===== src/rtl/reservoir_history_capture.sv =====
// ---------------------------------------------------------------------------
// reservoir_history_capture
//
// Controlled capture engine sitting between the reservoir output and the
// write port of a single-port history RAM. A capture is armed with a start
// pulse and runs either single-shot (stops after num_samples samples) or
// circular (wraps the buffer until stopped). Inputs can be decimated, and
// each sample of NUM_CHANNELS words is serialised into consecutive RAM words.
//
// Ports:
//   clk, rst      clock, asynchronous active-high reset
//   start, stop   one-cycle control pulses
//   mode          0 = single-shot, 1 = circular (latched at start)
//   num_samples   samples per buffer (latched at start)
//   decim         keep 1 of every decim+1 valid inputs (latched at start)
//   din           NUM_CHANNELS words, channel 0 in the LSBs
//   din_valid     din holds a new reservoir sample
//   busy          capture in progress
//   done          one-cycle pulse when a capture ends
//   wrapped       sticky: circular buffer wrapped at least once
//   overrun       sticky: an accepted-candidate sample was dropped
//   head_ptr      index of the next sample slot to be written
//   ram_wen, ram_addr, ram_din   history RAM write port (registered)
//
// Handshake: din_valid is a one-cycle qualifier with no back-pressure; a
// candidate that arrives while the serialiser still has more than its final
// word to emit is dropped and flagged through overrun.
// ---------------------------------------------------------------------------
module reservoir_history_capture #(
    parameter int NUM_CHANNELS = 1,
    parameter int DATA_WIDTH   = 32,
    parameter int ADDR_WIDTH   = 20,
    parameter int DECIM_WIDTH  = 8
) (
    input  logic                               clk,
    input  logic                               rst,
    input  logic                               start,
    input  logic                               stop,
    input  logic                               mode,
    input  logic [ADDR_WIDTH-1:0]              num_samples,
    input  logic [DECIM_WIDTH-1:0]             decim,
    input  logic [NUM_CHANNELS*DATA_WIDTH-1:0] din,
    input  logic                               din_valid,
    output logic                               busy,
    output logic                               done,
    output logic                               wrapped,
    output logic                               overrun,
    output logic [ADDR_WIDTH-1:0]              head_ptr,
    output logic                               ram_wen,
    output logic [ADDR_WIDTH-1:0]              ram_addr,
    output logic [DATA_WIDTH-1:0]              ram_din
);

    localparam int SAMPLE_W = NUM_CHANNELS * DATA_WIDTH;
    // Counts words still to be launched after the current one; max NUM_CHANNELS-1.
    localparam int CNT_W    = $clog2(NUM_CHANNELS + 1);

    typedef enum logic [1:0] {
        S_IDLE    = 2'd0,
        S_CAPTURE = 2'd1,
        S_DRAIN   = 2'd2
    } state_t;

    state_t                  state_q, state_d;
    logic                    mode_q, mode_d;
    logic [ADDR_WIDTH-1:0]   ns_q, ns_d;
    logic [DECIM_WIDTH-1:0]  decim_q, decim_d;
    logic [DECIM_WIDTH-1:0]  dcnt_q, dcnt_d;
    logic [ADDR_WIDTH-1:0]   acc_q, acc_d;
    logic [ADDR_WIDTH-1:0]   wp_q, wp_d;
    logic [ADDR_WIDTH-1:0]   head_q, head_d;
    logic [SAMPLE_W-1:0]     shadow_q, shadow_d;
    logic [CNT_W-1:0]        left_q, left_d;
    logic                    busy_q, busy_d;
    logic                    done_q, done_d;
    logic                    wrapped_q, wrapped_d;
    logic                    overrun_q, overrun_d;
    logic                    ram_wen_q, ram_wen_d;
    logic [ADDR_WIDTH-1:0]   ram_addr_q, ram_addr_d;
    logic [DATA_WIDTH-1:0]   ram_din_q, ram_din_d;

    logic                    candidate;
    logic                    can_take;
    logic                    accept;
    logic                    launch;
    logic                    launch_last;
    logic [DATA_WIDTH-1:0]   launch_word;
    logic [ADDR_WIDTH-1:0]   ns_m1;

    always_comb begin
        state_d    = state_q;
        mode_d     = mode_q;
        ns_d       = ns_q;
        decim_d    = decim_q;
        dcnt_d     = dcnt_q;
        acc_d      = acc_q;
        wp_d       = wp_q;
        head_d     = head_q;
        shadow_d   = shadow_q;
        left_d     = left_q;
        done_d     = 1'b0;
        wrapped_d  = wrapped_q;
        overrun_d  = overrun_q;
        ram_wen_d  = 1'b0;
        ram_addr_d = ram_addr_q;
        ram_din_d  = ram_din_q;

        ns_m1       = ns_q - ADDR_WIDTH'(1);
        candidate   = (state_q == S_CAPTURE) && din_valid && (dcnt_q == decim_q);
        // left_q == 0 means the serialiser is empty or its output word this
        // cycle is the final channel, so a new sample can follow seamlessly.
        can_take    = (left_q == '0);
        accept      = candidate && !stop && can_take;
        launch      = 1'b0;
        launch_last = 1'b0;
        launch_word = '0;

        // Serialiser: an accepted sample emits channel 0 straight from din
        // and parks the rest in the shadow register, shifting one word out
        // per cycle.
        if (left_q != '0) begin
            launch      = 1'b1;
            launch_word = shadow_q[DATA_WIDTH-1:0];
            shadow_d    = shadow_q >> DATA_WIDTH;
            left_d      = left_q - CNT_W'(1);
            launch_last = (left_q == CNT_W'(1));
        end else if (accept) begin
            launch      = 1'b1;
            launch_word = din[DATA_WIDTH-1:0];
            shadow_d    = din >> DATA_WIDTH;
            left_d      = CNT_W'(NUM_CHANNELS - 1);
            launch_last = (NUM_CHANNELS == 1);
        end

        if (launch) begin
            ram_wen_d  = 1'b1;
            ram_addr_d = wp_q;
            ram_din_d  = launch_word;
            wp_d       = wp_q + ADDR_WIDTH'(1);
            if (launch_last) begin
                if (head_q == ns_m1) begin
                    head_d = '0;
                    if (mode_q) begin
                        wp_d      = '0;
                        wrapped_d = 1'b1;
                    end
                end else begin
                    head_d = head_q + ADDR_WIDTH'(1);
                end
            end
        end

        case (state_q)
            S_IDLE: begin
                if (start) begin
                    mode_d    = mode;
                    ns_d      = num_samples;
                    decim_d   = decim;
                    head_d    = '0;
                    wp_d      = '0;
                    dcnt_d    = '0;
                    acc_d     = '0;
                    wrapped_d = 1'b0;
                    overrun_d = 1'b0;
                    if (num_samples == '0) begin
                        done_d = 1'b1;
                    end else begin
                        state_d = S_CAPTURE;
                    end
                end
            end
            S_CAPTURE: begin
                if (din_valid) begin
                    dcnt_d = (dcnt_q == decim_q) ? '0 : dcnt_q + DECIM_WIDTH'(1);
                end
                if (candidate && !stop && !can_take) begin
                    overrun_d = 1'b1;
                end
                if (accept) begin
                    acc_d = acc_q + ADDR_WIDTH'(1);
                    if (!mode_q && (acc_q == ns_m1)) begin
                        state_d = S_DRAIN;
                    end
                end
                // With nothing left to launch, drain takes zero cycles and
                // done follows the final write immediately.
                if (stop) begin
                    if (left_q == '0) begin
                        state_d = S_IDLE;
                        done_d  = 1'b1;
                    end else begin
                        state_d = S_DRAIN;
                    end
                end
            end
            S_DRAIN: begin
                if (left_q == '0) begin
                    state_d = S_IDLE;
                    done_d  = 1'b1;
                end
            end
            default: state_d = S_IDLE;
        endcase

        busy_d = (state_d != S_IDLE);
    end

    always_ff @(posedge clk or posedge rst) begin
        if (rst) begin
            state_q    <= S_IDLE;
            mode_q     <= 1'b0;
            ns_q       <= '0;
            decim_q    <= '0;
            dcnt_q     <= '0;
            acc_q      <= '0;
            wp_q       <= '0;
            head_q     <= '0;
            shadow_q   <= '0;
            left_q     <= '0;
            busy_q     <= 1'b0;
            done_q     <= 1'b0;
            wrapped_q  <= 1'b0;
            overrun_q  <= 1'b0;
            ram_wen_q  <= 1'b0;
            ram_addr_q <= '0;
            ram_din_q  <= '0;
        end else begin
            state_q    <= state_d;
            mode_q     <= mode_d;
            ns_q       <= ns_d;
            decim_q    <= decim_d;
            dcnt_q     <= dcnt_d;
            acc_q      <= acc_d;
            wp_q       <= wp_d;
            head_q     <= head_d;
            shadow_q   <= shadow_d;
            left_q     <= left_d;
            busy_q     <= busy_d;
            done_q     <= done_d;
            wrapped_q  <= wrapped_d;
            overrun_q  <= overrun_d;
            ram_wen_q  <= ram_wen_d;
            ram_addr_q <= ram_addr_d;
            ram_din_q  <= ram_din_d;
        end
    end

    assign busy     = busy_q;
    assign done     = done_q;
    assign wrapped  = wrapped_q;
    assign overrun  = overrun_q;
    assign head_ptr = head_q;
    assign ram_wen  = ram_wen_q;
    assign ram_addr = ram_addr_q;
    assign ram_din  = ram_din_q;

endmodule


===== config.mk =====
export PLATFORM = sky130hd
export DESIGN_NAME = reservoir_history_capture
export DESIGN_NICKNAME = d
export VERILOG_FILES = /design/src/rtl/reservoir_history_capture.sv
export SDC_FILE = /design/constraint.sdc
export NUM_CORES = 1
export LEC_CHECK = 0
export CORE_UTILIZATION = 40
export DETAILED_ROUTE_END_ITERATION = 12
export DONT_BUFFER_PORTS = 1
export PLACE_DENSITY = 0.53
export SLEW_MARGIN = 20
export SYNTH_ARGS = -nofsm -noshare
export SYNTH_HDL_FRONTEND = slang
export SYNTH_SLANG_ARGS = --single-unit
export TNS_END_PERCENT = 30

===== constraint.sdc =====
create_clock -name clk -period 5.97 [get_ports clk]
set_clock_uncertainty 0.15 [all_clocks]
set_input_delay 0.2985 -clock clk [delete_from_list [all_inputs] [get_ports clk]]
set_output_delay 0.2985 -clock clk [all_outputs]
set_load 0.02 [all_outputs]

==> reports/qor.csv <==
stage;metric;value;unit
cts;htree_levels;4;
global_route;grt_util_all_layers;20.3;%
floorplanning;die_area;21200;µm²
yosys;async_reset_ff_share;100;%
placed_design;port_buffers;0;
floorplanning;coreArea;20200;µm²
global_route;grt_pass1_vias;6531;
layout;design_area;9590;µm²
cts;cts_resized;0;
sta;rsz0062_at_grt;no;
hold_path;hp-class;in2reg;
yosys;synthTopCellsByCount;269 x nand2_1, 156 x dfrtp_1, 64 x nor2_1;
yosys;syn_avg_cell_area;8.92;µm²
placed_design;post_dp_cell_area;8390;µm²
yosys;synthFlopType;dfrtp_1;
layout;num_antenna_cells;0;
global_route;overflow;0;
setup_path;arrival;3.93;ns
sta;finalMaxSlewViolations;0;
sta;fmax;0.264;GHz
cts;path_clk_slew;0.07;ns
yosys;yosysWarnings;0;
setup_path;crit_path_start_kind;flip-flop;
detailed_routing;drtIter0Drc;380;
pwr;total_power;2.88;mW
job;cap_violations;0;
layout;layout.nets;1029;
yosys;yosysSeqAreaShare;47.4;%
cts;clkLatencyLatePin;0.43;ns
sta;fin_ws;2.18;ns
yosys;ys_types;67;
pwr;powerDensity;300;nW/µm²
floorplanning;dieWidth;145;µm
yosys;synthCells;923;
cts;clockRootBuffer;clkbuf_16;
yosys;yosysMostFrequentCell;nand2_1;
global_route;antenna_found_initial;0;
placed_design;gp_congestion;0.891;
global_route;grt_max_degree;101;
floorplanning;rows;52;
cts;cts_setup_buffers;0;
detailed_routing;drc;0;
layout;area_growth;16.4;%
global_route;grt_pass1_wl;34400;µm
yosys;syn_area;8240;µm²
detailed_routing;avgRoutedWirePerCell;16.7;µm
status;outcome;finished, final reports clean;
detailed_routing;vias_per_cell;5.20;
yosys;netlist_top_cells_area;dfrtp_1 47%, nand2_1 12%, xor2_1 5.7%;
cts;cts-hold-fix-buffers;64;
detailed_routing;finalWirelength;20700;µm
floorplanning;start_util;40.7;%
sta;final.min_clock_period;3.79;ns
detailed_routing;drtAntennaViolNets;0;
placed_design;dpl.hpwl;13800;µm
sta;relSlewSlack;38.9;%
floorplanning;ioPinCount;143;
sta;hold_viol;0;
setup_path;path_class;reg2reg;
sta;tns;0;ns
detailed_routing;firstDrtPassIters;7;
cts;cts_tree;yes;
placed_design;place_inst;1145;
detailed_routing;dr_total_vias;6451;
pwr;ir_drop;0.194;mV
pwr;p_leak;4.40;nW
sta;worst_pin_slew;0.916;ns
cts;cts_buffers;17;
layout;fillers;1984;
layout;final_cells;1241;
sta;setup_viol;0;
yosys;yosysTopAreaCell;dfrtp_1;
setup_path;cp-end-kind;flip-flop;
sta;final.period_utilization;63.4;%
placed_design;dp_slack;2.25;ns
floorplanning;die_h;145;µm
yosys;synth_seq_cells;156;
setup_path;crit_fanout;21;
yosys;synth_edf_count;0;
cts;clock-sinks;156;
layout;drive_above_1_share;8.34;%
setup_path;required;6.11;ns
yosys;synth_fp_nets;994;
yosys;synth_top_area_share;47.4;%
cts;cts_buffer_depth;2;
[layer usage]
metal  GRT usage, %  up-vias  routed length [µm]
met5              0        -                   0
met4           7.47        0                 331
met3           4.76       23                1180
met2           30.8      166                9220
met1           28.3     3091                9940
li1               -     3171                   -
[through the flow]
step	utilization, %	hold slack, ns
after global placement	41.4	0.255
after CTS	47.4	0.0431
final	47.4	0.0465
after global routing	47.4	0.105
after floorplan	-	0.254
after detailed placement	41.5	0.259
[path summary, 6_finish.rpt]
check | from | endpoint | slack, ns | cells after the start
setup / recovery | ns_q[0]$_DFFE_PP0P_ | wp_q[0]$_DFF_PP0_ | 2.18 | 10
hold / removal | num_samples[9] | busy$_DFF_PP0_ | 0.05 | 4
setup reg to reg | ns_q[0]$_DFFE_PP0P_ | wp_q[0]$_DFF_PP0_ | 2.18 | 10
hold reg to reg | decim_q[7]$_DFFE_PP0P_ | decim_q[7]$_DFFE_PP0P_ | 0.35 | 2
max in group asynchronous | rst | wp_q[19]$_DFF_PP0_ | 3.95 | 3
min in group asynchronous | rst | ram_din[21]$_DFFE_PP0P_ | 0.40 | 2
[registers in the layout, indices dropped and copies added (netlist names), 2 cells and up]
signal	cells
acc_q	20
dcnt_q	8
decim_q	8
head_ptr	20
ns_q	20
ram_addr	20
ram_din	32
state_q	2
wp_q	20
[area by class of cell]
type	count	area, µm²	area share (%)
sequential	156	3900	40.7
tap	270	338	3.52
clock buffer	17	425	4.44
clock inverter	15	134	1.40
inverter	9	38.8	0.405
timing repair buffer	71	693	7.23
multi-input combinational	703	4060	42.3
[critical path, stage by stage, from the launching register on]
cell	delay, ns
dfrtp_1	0.45
inv_1	0.10
ha_1	0.23
nor3b_1	0.70
nand4_1	0.35
o21ai_0	0.25
nor4b_1	0.42
nand4b_1	0.22
nor4b_4	0.31
buf_4	0.38
nor3_2	0.09
[report_power, final]
part / internal, mW / switching (mW) / leakage [nW] / total, mW
clock network: 0.546 / 0.489 / 0.271 / 1.04
logic: 0.207 / 0.253 / 2.01 / 0.460
registers: 1.16 / 0.219 / 2.12 / 1.38
total: 1.92 / 0.961 / 4.40 / 2.88
[kinds of logic (layout without fill, tap and decap cells)]
kind of cell | count (synthesis) | in the layout | share of synthesized area, %
and+or+nand+nor | 514 | 514 | 30.0
AOI/OAI and AO/OA | 68 | 68 | 5.26
adders and majority gates | 5 | 5 | 0.760
muxes | 8 | 8 | 0.987
buffers and inverters | 64 | 112 | 3.55
xor gates and xnor gates | 108 | 108 | 12.0
DFF | 156 | 156 | 47.4
[cells in the final DEF, fill, tap and decap left out, types with 14 or more instances in the layout]
cell	synthesis	routed
nand2_1	269	269
dfrtp_1	156	156
nor2_1	64	64
dlygate4sd3_1	0	64
xor2_1	54	54
xnor2_1	51	51
nand3_1	39	39
o21ai_0	28	28
nand4_1	26	26
nor3_2	20	20
nor3_1	17	17
clkbuf_16	0	17
nor4_1	14	14
Power figures use the tool's default switching activity.
